## src/rtl/uart_tx_arbiter.sv

```systemverilog
// Round-robin arbiter that hands one of four requester payloads at a time to a
// UART transmitter, waits for its finish flag (or a timeout) and spaces frames.
module uart_tx_arbiter #(
    parameter logic [23:0] TIMEOUT = 24'd2000000,
    parameter logic [7:0]  GAP_CYC = 8'd16
) (
    input  logic          clk,
    input  logic          rst_m,
    input  logic [3:0]    req,
    input  logic [255:0]  req_data,
    input  logic          parity_en,
    input  logic          parity_kind,
    input  logic          ft,
    output logic [3:0]    ack,
    output logic [3:0]    done,
    output logic          err,
    output logic [1:0]    err_id,
    output logic [64:1]   tx_data,
    output logic          tx_read,
    output logic          tx_en,
    output logic          tx_parity_en,
    output logic          tx_parity_kind,
    output logic          busy
);

    localparam int unsigned N_REQ  = 4;
    localparam int unsigned PTR_W  = 2;
    localparam int unsigned DATA_W = 64;
    localparam int unsigned CNT_W  = 24;

    typedef enum logic [2:0] {
        S_IDLE,
        S_LOAD,
        S_START,
        S_WAIT_FT,
        S_DONE,
        S_GAP
    } state_e;

    state_e              state_q, state_d;
    logic [PTR_W-1:0]    ptr_q, ptr_d;
    logic [PTR_W-1:0]    grant_q, grant_d;
    logic                ok_q, ok_d;
    logic [CNT_W-1:0]    cnt_q, cnt_d;
    logic                ft_q;
    logic [N_REQ-1:0]    ack_q, ack_d;
    logic [N_REQ-1:0]    done_q, done_d;
    logic                err_q, err_d;
    logic [PTR_W-1:0]    err_id_q, err_id_d;
    logic [DATA_W:1]     tx_data_q, tx_data_d;
    logic                tx_read_q, tx_read_d;
    logic                tx_en_q, tx_en_d;
    logic                tx_par_en_q, tx_par_en_d;
    logic                tx_par_kind_q, tx_par_kind_d;
    logic                busy_q, busy_d;

    logic                pick_valid;
    logic [PTR_W-1:0]    pick_idx;
    logic                ft_rise;

    // Round-robin search upward from ptr; descending loop lets the nearest requester win.
    always_comb begin
        logic [PTR_W-1:0] idx;
        pick_valid = 1'b0;
        pick_idx   = ptr_q;
        idx        = ptr_q;
        for (int k = int'(N_REQ) - 1; k >= 0; k--) begin
            idx = ptr_q + PTR_W'(k);
            if (req[idx]) begin
                pick_valid = 1'b1;
                pick_idx   = idx;
            end
        end
    end

    assign ft_rise = ft & ~ft_q;

    always_comb begin
        state_d       = state_q;
        ptr_d         = ptr_q;
        grant_d       = grant_q;
        ok_d          = ok_q;
        cnt_d         = cnt_q;
        ack_d         = '0;
        done_d        = '0;
        err_d         = 1'b0;
        err_id_d      = err_id_q;
        tx_data_d     = tx_data_q;
        tx_read_d     = 1'b0;
        tx_en_d       = tx_en_q;
        tx_par_en_d   = tx_par_en_q;
        tx_par_kind_d = tx_par_kind_q;

        case (state_q)
            S_IDLE: begin
                if (pick_valid) begin
                    grant_d = pick_idx;
                    state_d = S_LOAD;
                end
            end
            S_LOAD: begin
                tx_data_d     = req_data[DATA_W*grant_q +: DATA_W];
                tx_par_en_d   = parity_en;
                tx_par_kind_d = parity_kind;
                ack_d         = 4'b0001 << grant_q;
                state_d       = S_START;
            end
            S_START: begin
                tx_read_d = 1'b1;
                tx_en_d   = 1'b1;
                cnt_d     = '0;
                state_d   = S_WAIT_FT;
            end
            S_WAIT_FT: begin
                // A finish edge takes priority over a timeout landing in the same cycle.
                if (ft_rise) begin
                    ok_d    = 1'b1;
                    state_d = S_DONE;
                end else if (cnt_q == TIMEOUT - 24'd1) begin
                    ok_d     = 1'b0;
                    err_d    = 1'b1;
                    err_id_d = grant_q;
                    state_d  = S_DONE;
                end else begin
                    cnt_d = cnt_q + 24'd1;
                end
            end
            S_DONE: begin
                tx_en_d = 1'b0;
                if (ok_q) begin
                    done_d = 4'b0001 << grant_q;
                end
                ptr_d   = grant_q + 2'd1;
                cnt_d   = '0;
                state_d = (GAP_CYC == 8'd0) ? S_IDLE : S_GAP;
            end
            S_GAP: begin
                if (cnt_q == CNT_W'(GAP_CYC) - 24'd1) begin
                    state_d = S_IDLE;
                end else begin
                    cnt_d = cnt_q + 24'd1;
                end
            end
            default: state_d = S_IDLE;
        endcase

        busy_d = (state_d != S_IDLE);
    end

    always_ff @(posedge clk or negedge rst_m) begin
        if (!rst_m) begin
            state_q       <= S_IDLE;
            ptr_q         <= '0;
            grant_q       <= '0;
            ok_q          <= 1'b0;
            cnt_q         <= '0;
            ft_q          <= 1'b0;
            ack_q         <= '0;
            done_q        <= '0;
            err_q         <= 1'b0;
            err_id_q      <= '0;
            tx_data_q     <= '0;
            tx_read_q     <= 1'b0;
            tx_en_q       <= 1'b0;
            tx_par_en_q   <= 1'b0;
            tx_par_kind_q <= 1'b0;
            busy_q        <= 1'b0;
        end else begin
            state_q       <= state_d;
            ptr_q         <= ptr_d;
            grant_q       <= grant_d;
            ok_q          <= ok_d;
            cnt_q         <= cnt_d;
            ft_q          <= ft;
            ack_q         <= ack_d;
            done_q        <= done_d;
            err_q         <= err_d;
            err_id_q      <= err_id_d;
            tx_data_q     <= tx_data_d;
            tx_read_q     <= tx_read_d;
            tx_en_q       <= tx_en_d;
            tx_par_en_q   <= tx_par_en_d;
            tx_par_kind_q <= tx_par_kind_d;
            busy_q        <= busy_d;
        end
    end

    assign ack            = ack_q;
    assign done           = done_q;
    assign err            = err_q;
    assign err_id         = err_id_q;
    assign tx_data        = tx_data_q;
    assign tx_read        = tx_read_q;
    assign tx_en          = tx_en_q;
    assign tx_parity_en   = tx_par_en_q;
    assign tx_parity_kind = tx_par_kind_q;
    assign busy           = busy_q;

endmodule
```

## config.mk

```make
export PLATFORM = sky130hd
export DESIGN_NAME = uart_tx_arbiter
export DESIGN_NICKNAME = d
export VERILOG_FILES = /design/src/rtl/uart_tx_arbiter.sv
export SDC_FILE = /design/constraint.sdc
export NUM_CORES = 1
export LEC_CHECK = 0
export CAP_MARGIN = 20
export CORE_AREA = 2 2 135 137
export CTS_CLUSTER_DIAMETER = 80
export DETAILED_ROUTE_END_ITERATION = 8
export DIE_AREA = 0 0 137 139
export DONT_BUFFER_PORTS = 1
export SYNTH_ARGS = -nofsm -noshare
export SYNTH_HDL_FRONTEND = slang
export SYNTH_SLANG_ARGS = --single-unit
```

## constraint.sdc

```tcl
create_clock -name clk -period 3.36 [get_ports clk]
set_input_delay 0.672 -clock clk [delete_from_list [all_inputs] [get_ports clk]]
set_output_delay 0.672 -clock clk [all_outputs]
set_load 0.03 [all_outputs]
```

Yosys cells after proc, flatten, opt, wreduce, memory -nomap -nowiden
Index checks and enable logic that the tools add are counted.
- $add $sub $neg: 5
- $lt $le $gt $ge: 4
- equal/unequal tests: 10
- shifts and indexed selects: 2
- muxes and demuxes: 35
- bitwise logic cells: 3
- reduce and logical (&&, ||, !) cells: 10
- operators by type and width (operator ; count):
    $shiftx 256x9->64 ; 1
    $mux 24 ; 3
    $pmux 24 s3 ; 1
    $add 24x1->24 const B ; 1
    $eq 24x21->1 const B ; 1
    $eq 24x4->1 const B ; 1
    $pmux 3 s6 ; 1
    $mux 1 ; 14
    $lt 2x3->1 const B ; 4
    $mux 3 ; 4
    $mux 4 ; 3
    $bmux 1 s2 ; 4
    $mux 2 ; 4
    $eq 3x2->1 const B ; 2
    $eq 3x3->1 const B ; 2
    $ne 2x2->1 const B ; 3
    $reduce_bool 3->1 ; 2
    $add 2x1->2 const B ; 2
    $add 2x2->2 const B ; 2
    $reduce_and 2->1 ; 2
    $reduce_and 4->1 ; 1
    $reduce_bool 2->1 ; 2
    $shl 1x2->4 const A ; 1
    $eq 3x1->1 const B ; 1
    other kinds (6) ; 7
- register bits: 113
- input port bits: 265
- output and inout bits: 80
- logic and storage cells: 85

Depth between registers and ports, before layout
Gate-level depths: netlist (run 1).
- word-level depth: 10
- depth in mapped cells: 7
- gate-level depth less buffers: 6

Worst setup path before layout (run 1)
OpenSTA, ideal clock, no wires.
- path kind: reg2reg
- start: register grant_q[0]
- end: register tx_data_q, in the netlist tx_data[53]
- library setup time: 0.125 ns
- data arrival time: 1.886 ns
- data required time: 3.235 ns
- path slack: 1.349 ns
- cell stages (with the launch flop): 6
- path buffers: 3
- period minus slack after synthesis: 2.011 ns
- cells stage by stage: dfrtp_1 > clkbuf_1 > buf_2 > buf_2 > mux4_2 > mux2_2
- word-level cells in the longest chain between the ends: 1
- RTL lines (element ; RTL line ; source):
    start: declaration ; 42 ; logic [PTR_W-1:0] grant_q, grant_d;
    start signal: assignment ; 171 ; grant_q <= grant_d;
    $shiftx 256x9->64 ; 102 ; tx_data_d = req_data[DATA_W*grant_q +: DATA_W];
    end signal: assignment ; 179 ; tx_data_q <= tx_data_d;
    end: declaration ; 50 ; logic [DATA_W:1] tx_data_q, tx_data_d;
No other way between the ends.
A chain may end at the register's enable or synchronous reset.

Final worst setup path (run 1)
- start: register cnt_q[0]
- end: register cnt_q[5]
- word-level cells in the longest chain between the ends: 4
- RTL lines (element ; RTL line ; source):
    start: declaration ; 44 ; logic [CNT_W-1:0] cnt_q, cnt_d;
    start signal: assignment ; 173 ; cnt_q <= cnt_d;
    $add 24x1->24 ; 125, 141 ;
    $mux 24 ; 119 ; end else if (cnt_q == TIMEOUT - 24'd1) begin
    $mux 24 ; 116 ; if (ft_rise) begin
    $pmux 24 s3 ; 94 ; case (state_q)
Parallel ways exist; a longest one is shown, timed or not. The select of a mux whose other input is x is not followed.

==> summary.md, run 1 <==
| Metric | Value |
|---|---|
| CP startpoint kind | flop |
| R2r startpoint | cnt_q[0] |
| Register-to-Register Path Depth | 7 |
| Global-route wire length before repair | 29910 um |
| Worst-margin pin slew | 0.6294 ns |
| Clk_skew | 0.008082 ns |
| Grt ovf | 0 |
| Routed wire length | 21370 um |
| Synth Net Count | 756 |
| Finish-stage setup viols | 0 |
| MaxCap Viol Count | 0 |
| Leading register cell type out of synthesis | dfrtp_1 |
| Clock-pin slew on the worst setup and hold paths | 0.05 ns |
| Port Buffers | 0 |
| WL/cell | 29.12 um |
| #FFs+latches synth | 113 |
| Post-route minimum period | 2.374 ns |
| Worst EP arrival | 2.65 ns |
| Final setup TNS | 0 ns |
| Final Wtd Congestion | 0.8904 |
| VDD IR-drop max | 0.0004464 V |
| Row count | 49 |
| FF/Latch Area | 2833 sq um |
| Vias | 4421 |
| Final Instance Count excl. Fillers | 734 |
| Layout filler cell count | 1614 |
| Critical Path RT | 3.64 ns |
| Area of the core | 17660 sq um |
| RSZ-0062 raised after global routing | no |
| I/O pins | 345 |
| Layout cell share with drive strength beyond 1 | 37.78% |
| Area growth, synth to finish | 14.16% |
| Placed cells | 691 |
| Vias in the first global route | 4436 |
| Async set-reset flop share out of synthesis | 100.0% |
| Setup bufs post-CTS | 0 |
| Hold Fails Final Rpt | 0 |
| Initial antenna violation count | 13 |
| Hold Path Class | in -> async |
| WS Path Type | reg -> reg |
| Worst R2R Setup Slack | 0.99 ns |
| Chip width | 137 um |
| Final Cycle Share | 70.66% |
| Clock tree sinks | 113 |
| Worst Setup SP | cnt_q[0] |
| Clock Latency Late Sink | 0.41 ns |
| Rel. slew slack | 58.04% |
| All-Layer GR Usage | 21.75% |
| Crit end category | flop |
| Max Clock Freq | 0.4212 GHz |
| 1st-iter DRT viols | 283 |
| Crit path capture | cnt_q[5] |
| Htree depth | 4 |
| Die height | 139 um |
| FF-to-FF End | cnt_q[5] |
| Synth warn | 0 |
| Root Buffer | clkbuf_16 |
| Seq/Total Area, Yosys | 43.47% |
| Clock buffer depth | 2 |
| Status | finished clean |
| Static Leak | 0.002904 uW |
| PD cells | 1041 nW/um^2 |
| Post-route antenna net violation count | 0 |
| CTS buffer count | 17 |
| Number of cells produced by synthesis | 486 |
| Cell area after synthesis | 6505 sq um |
| Nets | 752 |
| Die area | 19040 sq um |
| Pin count of the biggest net entering global routing | 114 |
| Initial Util | 36.84% |
| CP Max Fanout | 15 |
| Via/cell ratio | 6.023 |
| CTS tree | yes |
| Area of the multi-input gates | 3491 sq um |
| Residual DRC count | 0 |
| HPWL after detailed placement | 16570 um |
| Post-synth EDFFs | 0 |
| Slew Viols, Final | 0 |
| DR pass1 iterations | 5 |
| Mapped Avg Cell Area | 13.38 sq um |
| Distinct cells, synth | 43 |
==> area by class of cell <==
| cell class | count | area share, % |
|---|---|---|
| multi-input cells | 332 | 47.01 |
| flip-flops and latches | 113 | 38.15 |
| clock buffers | 19 | 6.099 |
| well taps | 229 | 3.858 |
| clock inverters | 13 | 2.477 |
| repair buffers | 11 | 1.719 |
| inverters | 7 | 0.3538 |
| diodes | 10 | 0.3370 |
==> cell usage in the layout, fill, tap and decap left out, types with 2 or more instances in the layout <==
cell type   instances
a211oi_1            3
dfrtp_1           111
nand3_1            12
and3_1              9
mux2i_1            22
nand4_1            10
buf_12              2
diode_2            10
mux2_2             69
nor2b_1             3
nand2b_1           24
nor4_1              2
clkinvlp_4          3
ha_1                5
inv_1               7
clkbuf_16          17
clkbuf_8            2
nor3_1              7
bufinv_16           4
o21ai_0             5
nand2_1            36
buf_4               8
clkinv_2            3
a21oi_1            23
o21a_1              2
clkinv_4            2
nor2_1              9
and2_1              9
mux4_2             64
==> cells in the mapped netlist (9+ instances only) <==
library cell    n  area [sq um]
mux4_2         64          1441
buf_2          16         80.08
a21oi_1        23         115.1
nand4_1        10         62.56
nand3_1        12         60.06
clkbuf_1       13         48.80
and3_1          9         56.30
dfrtp_1       113          2828
and2_1          9         56.30
nor2_1          9         33.78
nand2_1        36         135.1
nand2b_1       24         150.1
mux2i_1        22         220.2
mux2_2         69         777.0
==> per-layer routing <==
metal | vias up | global-route usage [%] | share of wire [%]
met5 | - | 0 | 0.22
met4 | 6 | 8.464 | 2.3
met3 | 34 | 10.23 | 12
met2 | 258 | 34.56 | 49
met1 | 2259 | 25.39 | 36
li1 | 1864 | - | -
==> kinds of logic after synthesis <==
| family | share of synthesized area (%) |
|---|---|
| simple gates | 10.71 |
| mux | 37.66 |
| fa+ha+maj | 0.9617 |
| buf+inv | 2.943 |
| flops | 43.47 |
| compound gates | 4.251 |
==> power breakdown <==
group	switching, uW	internal [uW]	total (uW)
Sequential	1500	1870	3360
Combinational	1020	1400	2420
Clock	661	1280	1940
==> registers in the layout, summed over array words and instances, names as in the netlist, 2 cells and up <==
register,count
tx_data,64
cnt_q,24
ack,4
done,4
state_q,3
err_id,2
grant_q,2
ptr_q,2
==> worst max-delay path, cell delays in order, from the launching register on <==
cell	delay, ns
dfrtp_1	0.40
ha_1	0.21
nand3_1	0.16
or2_2	0.37
o31ai_4	0.57
buf_4	0.29
a211oi_1	0.10
mux2i_1	0.15
==> through the flow <==
| stage | total power (uW) | util, % | hold WS, ns | instance area (sq um) | setup WS [ns] |
|---|---|---|---|---|---|
| finish | 7728 | 42.06 | 0.2041 | 7426 | 0.9857 |
| global route | 8107 | 42.04 | 0.2265 | 7423 | 0.8517 |
| CTS | 7804 | 41.91 | 0.2323 | 7401 | 0.9945 |
| detailed placement | 5797 | 38.15 | 0.3789 | 6736 | 1.017 |
| global placement | 5689 | 38.15 | 0.3801 | 6736 | 1.093 |
| floorplan | 5176 | - | 0.3764 | 6505 | 1.349 |
==> how the worst min path moves through the flow <==
stage,startpoint,to,slack [ns]
3_5_place_dp,rst_m,tx_data[64],0.38
3_3_place_gp,rst_m,tx_data[5],0.38
4_1_cts,rst_m,tx_data[64],0.23
5_1_grt,rst_m,tx_data[64],0.23
6_report,rst_m,tx_data[62],0.20
2_1_floorplan,rst_m,ack[0],0.38
==> timing repair <==
action	in CTS	in global routing
hold endpoints to repair	113	0
hold buffers	1	0
resized for setup	0	0
No activity file was read; power rests on OpenSTA's default activity.
==> run 2: changes to the inputs <==
Clock period 3.36 ns to 2.22 ns, I/O delays scaled along.
==> run 2 against run 1 <==
Against the previous run: the flow now finishes with violations (hold timing); first-iteration DRC count is 3.2% higher; sequential share of layout area is 0.35 points lower; clock skew is 0.0011 ns higher; flip-flop and latch count stayed put; final area is 0.93% higher.
==> summary.md, run 2 (synthesized netlist as in run 1, its figures left out) <==
| Metric | Value |
|---|---|
| Final Instance Count excl. Fillers | 742 (+1.1%) |
| Clock buffer depth | 2 (unchanged) |
| CP startpoint kind | flop |
| Layout cell share with drive strength beyond 1 | 38.97% (+1.2 points) |
| 1st-iter DRT viols | 292 (+3.2%) |
| Worst EP arrival | 2.46 ns (-0.19 ns) |
| WS Path Type | reg -> reg |
| Vias | 4508 (+2.0%) |
| Hold Path Class | in -> async |
| Global-route wire length before repair | 30550 um (+2.1%) |
| Residual DRC count | 0 (unchanged) |
| PD cells | 1562 nW/um^2 (+50%) |
| Clock tree sinks | 113 (unchanged) |
| Nets | 760 (+1.1%) |
| Htree depth | 4 (unchanged) |
| WL/cell | 29.43 um (+1.1%) |
| Clk_skew | 0.009152 ns (+0.001070 ns) |
| Max Clock Freq | 0.4698 GHz (+12%) |
| Dpl ws | 0.08055 ns (-0.9369 ns) |
| Crit end category | flop |
| Chip width | 137 um (unchanged) |
| Register-to-Register Path Depth | 6 (-1) |
| Final Cycle Share | 95.88% (+25 points) |
| Failing checks | hold timing |
| Setup ws final | 0.09155 ns (-0.8941 ns) |
| Final setup TNS | 0 ns (unchanged) |
| Initial Util | 36.84% (unchanged) |
| Post-route total power | 11710 uW (+51%) |
| Most frequent cells in the layout | 111 x dfrtp_1, 69 x mux2_2, 64 x mux4_2 |
| Row count | 49 (unchanged) |
| Slew Viols, Final | 0 (unchanged) |
| Grt ovf | 0 (unchanged) |
| Max reg flops | 64 (unchanged) |
| Final Wtd Congestion | 0.9062 (+1.8%) |
| Slowest CP cell | nor4_1 |
| All-Layer GR Usage | 22.32% (+0.57 points) |
| Root Buffer | clkbuf_16 |
| RSZ-0062 raised after global routing | no |
| Die height | 139 um (unchanged) |
| Vias in the first global route | 4635 (+4.5%) |
| CTS buffer count | 17 (unchanged) |
| Clock Latency Late Sink | 0.42 ns (about the same) |
| Finish-stage setup viols | 0 (unchanged) |
| Post-route minimum period | 2.128 ns (-0.2459 ns) |
| VDD IR-drop max | 0.0006680 V (+50%) |
| Port Buffers | 0 (unchanged) |
| Critical Path RT | 2.55 ns (-1.09 ns) |
| Static Leak | 0.002938 uW (+1.2%) |
| Area of the core | 17660 sq um (unchanged) |
| Initial antenna violation count | 16 (+3) |
| Worst R2R Setup Slack | 0.09 ns (-0.89 ns) |
| FF-to-FF End | cnt_q[12] |
| HPWL after detailed placement | 16840 um (+1.6%) |
| Hold Fails Final Rpt | 113 (+113) |
| FF/Latch Area | 2833 sq um (unchanged) |
| Area of the multi-input gates | 3496 sq um (+0.14%) |
| I/O pins | 345 (unchanged) |
| Slowest stage delay, CP | 0.44 ns (-0.13 ns) |
| Placed cells | 697 (+0.87%) |
| Worst-margin pin slew | 0.5876 ns (-0.04182 ns) |
| Worst-path cell chain | nor4_1 > nand3_2 > o21bai_2 > buf_4 > a21oi_1 > mux2i_1 |
| DR pass1 iterations | 5 (unchanged) |
| Rel. slew slack | 60.83% (+2.8 points) |
| Status | complete, but fails checks |
| Post-route antenna net violation count | 0 (unchanged) |
| CTS tree | yes |
| R2r startpoint | cnt_q[16] |
| Layout filler cell count | 1596 (-1.1%) |
| Clock-pin slew on the worst setup and hold paths | 0.06 ns (about the same) |
| Hold Slack | -0.2800 ns (-0.4841 ns) |
| Routed wire length | 21840 um (+2.2%) |
| MaxCap Viol Count | 0 (unchanged) |
| Via/cell ratio | 6.075 (+0.87%) |
| Most common cell after layout, fill and taps aside | dfrtp_1 |
| Area growth, synth to finish | 15.21% |
| Die area | 19040 sq um (unchanged) |
| Pin count of the biggest net entering global routing | 114 (unchanged) |
| CP Max Fanout | 14 (-1) |
-- run 2: changes by cell type in the layout (fill, tap and decap cells not counted), moves of 2 or more --
cell and delta:
clkbuf_8 -2, buf_12 +6, bufinv_16 -2, clkinv_4 +3, inv_6 +2, buf_4 +3
-- run 2: area by class of cell --
| type | instances | area share (%) |
|---|---|---|
| multi-input combinational | 332 | 46.64 |
| timing repair buffer | 19 | 3.239 |
| clock inverter | 15 | 2.137 |
| sequential | 113 | 37.80 |
| tap | 229 | 3.823 |
| clock buffer | 17 | 5.676 |
| antenna | 10 | 0.3339 |
| inverter | 7 | 0.3506 |
-- run 2: what timing repair did --
item                                   4_1_cts  5_1_grt
setup endpoints to repair                    0       17
endpoints found under the hold margin      113      113
buffers inserted                             0        3
resized for setup                            0        1
-- run 2: worst max-delay path by stage --
stage               slack (ns)  cells after the start        from          end
finish                    0.09                      6   cnt_q[16]    cnt_q[12]
global route             0.003                      6    cnt_q[0]     cnt_q[0]
CTS                       0.07                      6    cnt_q[0]     cnt_q[0]
detailed placement        0.08                      6    cnt_q[0]     cnt_q[0]
global placement          0.17                      6    cnt_q[0]     cnt_q[0]
floorplan                 0.21                      5  grant_q[0]  tx_data[53]
-- run 2: where the power goes --
part	internal (uW)	switching [uW]	leakage, uW
Combinational	2320	1710	0.00126
Sequential	2830	2150	0.00139
Clock	1660	1040	0.000284
Total	6810	4900	0.00294
-- run 2: per-layer routing --
metal	track usage (%)	part of all wire, %	vias up
met5	0	0.42	-
met4	8.627	2.0	12
met3	10.45	12	45
met2	35.48	50	261
met1	26.09	36	2314
li1	-	-	1876
-- run 2: critical path: cells and delay by family, from the launching register on --
kind                   cells  cell delay [ns]
AND/OR/NAND/NOR            2             0.66
AO/OA/AOI/OAI              2             0.50
flip-flops                 1             0.42
buffers and inverters      1             0.29
multiplexers               1             0.17
-- run 2: through the flow --
stage,utilization [%],area (sq um)
after floorplan,-,6505
after global placement,38.83,6857
after detailed placement,38.83,6857
after CTS,42.15,7442
after global routing,42.43,7492
final,42.45,7495
==> run 3: changes to the inputs <==
Settings changed: ABC_AREA set to 1, CORE_AREA 2 2 135 137 to 2 2 134 136, DIE_AREA 0 0 137 139 to 0 0 136 138.
Clock period 2.22 ns to 2.5 ns, I/O delays scaled along.
==> run 3 against run 2 <==
Against the previous run: the run still ends with hold timing left; die area shrank 1.4%; non-clock buffer count fell by 5; via count grew 59%; flip-flop and latch count unchanged; combinational power about the same; sequential share of layout area decreased by 2.3 points; maximum frequency up 2.4%; area after synthesis grew 10%; setup slack improved by 0.33 ns; routed wire length up 5.9%; worst hold slack improved by 0.073 ns; global-route usage up 2.0 points; critical endpoint is now cnt_q[9]; highest routed layer unchanged.
==> summary.md, run 3 <==
| Metric | Value |
|---|---|
| Status | complete, but fails checks |
| Failing checks | hold timing |
| Clk_skew | 0.008814 ns (-0.0003380 ns) |
| Hold Slack | -0.2070 ns (+0.07298 ns) |
| HPWL after detailed placement | 16290 um (-3.3%) |
| Setup bufs post-CTS | 0 (unchanged) |
| Htree depth | 4 (unchanged) |
| Static Leak | 0.003853 uW (+31%) |
| Number of cells produced by synthesis | 1118 (+130%) |
| Worst EP arrival | 2.42 ns (-0.04 ns) |
| WS Path Type | reg -> reg |
| Root Buffer | clkbuf_16 |
| Seq/Total Area, Yosys | 39.39% (-4.1 points) |
| Hold Fails Final Rpt | 113 (unchanged) |
| Pin count of the biggest net entering global routing | 133 (+17%) |
| Residual DRC count | 0 (unchanged) |
| Die height | 138 um (-0.72%) |
| Clock-pin slew on the worst setup and hold paths | 0.05 ns (about the same) |
| Layout cell share with drive strength beyond 1 | 5.652% (-33 points) |
| Async set-reset flop share out of synthesis | 100.0% (unchanged) |
| I/O pins | 345 (unchanged) |
| WL/cell | 17.43 um (-41%) |
| Grt ovf | 0 (unchanged) |
| 1st-iter DRT viols | 528 (+81%) |
| CP Max Fanout | 24 (+10) |
| Ant diodes | 0 (-10) |
| PD cells | 1355 nW/um^2 (-13%) |
| Finish-stage setup viols | 0 (unchanged) |
| Row count | 49 (unchanged) |
| Clock buffer depth | 2 (unchanged) |
| Via/cell ratio | 5.397 (-11%) |
| #FFs+latches synth | 113 (unchanged) |
| CTS buffer count | 17 (unchanged) |
| Most frequent cells in the layout | 395 x nand2_1, 235 x nor2_1, 136 x o21ai_0 |
| Rel. slew slack | 45.98% (-15 points) |
| Area growth, synth to finish | 11.16% |
| Final Wtd Congestion | 0.9214 (+1.7%) |
| Final Cycle Share | 83.16% (-13 points) |
| Most common cell after layout, fill and taps aside | nand2_1 |
| Worst-margin pin slew | 0.8092 ns (+0.2216 ns) |
| Clock Latency Late Sink | 0.41 ns (about the same) |
| CP startpoint kind | flop |
| Distinct cells, synth | 25 (-42%) |
| Commonest cells post-synth | 395 x nand2_1, 235 x nor2_1, 136 x o21ai_0, 113 x dfrtp_1, 64 x o22ai_1 |
| Leading register cell type out of synthesis | dfrtp_1 |
| Synth Net Count | 1388 (+84%) |
| Dominant cell type by area after synthesis | dfrtp_1 |
| Resized cells post-CTS | 0 (unchanged) |
| Max reg flops | 64 (unchanged) |
| CTS tree | yes |
| DR pass1 iterations | 5 (unchanged) |
| VDD IR-drop max | 0.0005259 V (-21%) |
| Critical Path RT | 2.84 ns (+0.29 ns) |
| Synth warn | 0 (unchanged) |
| Final setup TNS | 0 ns (unchanged) |
| All-Layer GR Usage | 24.29% (+2.0 points) |
| Initial Util | 40.94% (+4.1 points) |
| Post-route minimum period | 2.079 ns (-0.04956 ns) |
| Nets | 1354 (+78%) |
| Area of the core | 17530 sq um (-0.69%) |
| Post-route antenna net violation count | 0 (unchanged) |
| Post-route cell area | 7979 sq um (+6.5%) |
| Placed standard-cell area | 7348 sq um (+7.2%) |
| Most common cell in the netlist | nand2_1 |
| Initial antenna violation count | 2 (-14) |
| Crit end category | flop |
| Vias | 7156 (+59%) |
| Routed wire length | 23120 um (+5.9%) |
| Top-area cell type share of the netlist area | 39.39% (-4.1 points) |
| Hold Path Class | in -> async |
| Mapped Avg Cell Area | 6.421 sq um (-52%) |
| Global-route wire length before repair | 35470 um (+16%) |
| Clock tree sinks | 113 (unchanged) |
| Vias in the first global route | 6623 (+43%) |
| MaxCap Viol Count | 0 (unchanged) |
| Chip width | 136 um (-0.73%) |
| Port Buffers | 0 (unchanged) |
| Cell area after synthesis | 7178 sq um (+10%) |
| Post-synth EDFFs | 0 (unchanged) |
| Area contributors post-synth | dfrtp_1 39%, nand2_1 21%, nor2_1 12% |
| Max Clock Freq | 0.4810 GHz (+2.4%) |
| Slew Viols, Final | 0 (unchanged) |
| Die area | 18770 sq um (-1.4%) |
| RSZ-0062 raised after global routing | no |
## run 3: cell count changes in the layout (fill, tap and decap cells not counted), sizes merged, moves of 24 or more
cell	delta
nand2	+363
nor2	+231
o21ai	+131
mux2	-70
mux4	-64
o22ai	+63
inv	+37
nand2b	-24
## run 3: metrics by stage
step	setup WS [ns]	power (uW)	util, %	cells
2_1_floorplan	0.8003	7111	-	1118
3_3_place_gp	0.5712	8193	41.91	1294
3_5_place_dp	0.5178	8262	41.91	1294
4_1_cts	0.4377	10890	45.50	1326
5_1_grt	0.2640	11630	45.50	1326
6_report	0.4211	10810	45.50	1326
## run 3: area by class of cell
class / count / area (sq um)
fill: 1799 / 9555
sequential: 113 / 2833
clock inverter: 10 / 156.4
tap: 229 / 286.5
inverter: 48 / 181.4
timing repair buffer: 14 / 167.7
multi-input combinational: 890 / 3880
clock buffer: 22 / 474.2
## run 3: power breakdown
part,internal (uW),switching [uW]
Combinational,1290,2710
Clock,1740,843
Sequential,2480,1740
## run 3: critical path: stages (launching register included)
cell     delay, ns
dfrtp_1       0.44
ha_1          0.34
nand3_2       0.17
nor2_2        0.19
nand3_1       0.09
nand2_1       0.08
nand2_2       0.08
nor2_4        0.11
buf_4         0.29
nand2_1       0.12
nand2_1       0.10
## run 3: cells by family after synthesis
family | after synthesis | synth area share [%]
flops | 113 | 39.39
fa+ha+maj | 5 | 0.8715
simple gates | 670 | 36.27
xor+xnor | 14 | 1.708
buf+inv | 115 | 6.624
compound gates | 201 | 15.13
## run 3: layer usage
layer,vias up,track usage (%),share of wire [%]
met5,-,0,0.069
met4,2,5.757,1.7
met3,31,7.371,8.6
met2,326,40.15,48
met1,3288,31.14,42
li1,3509,-,-
## run 3: worst paths after layout
check / from / depth (start not counted) / slack, ns / endpoint
worst min register to register: state_q[0] / 1 / 0.47 / tx_read
worst max-delay path: cnt_q[0] / 10 / 0.42 / cnt_q[9]
worst min-delay path: rst_m / 0 / -0.21 / tx_data[8]
worst max register to register: cnt_q[0] / 10 / 0.42 / cnt_q[9]
min in group clk: ft / 0 / 0.13 / ft_q
max in group asynchronous: rst_m / 0 / 2.54 / tx_data[27]
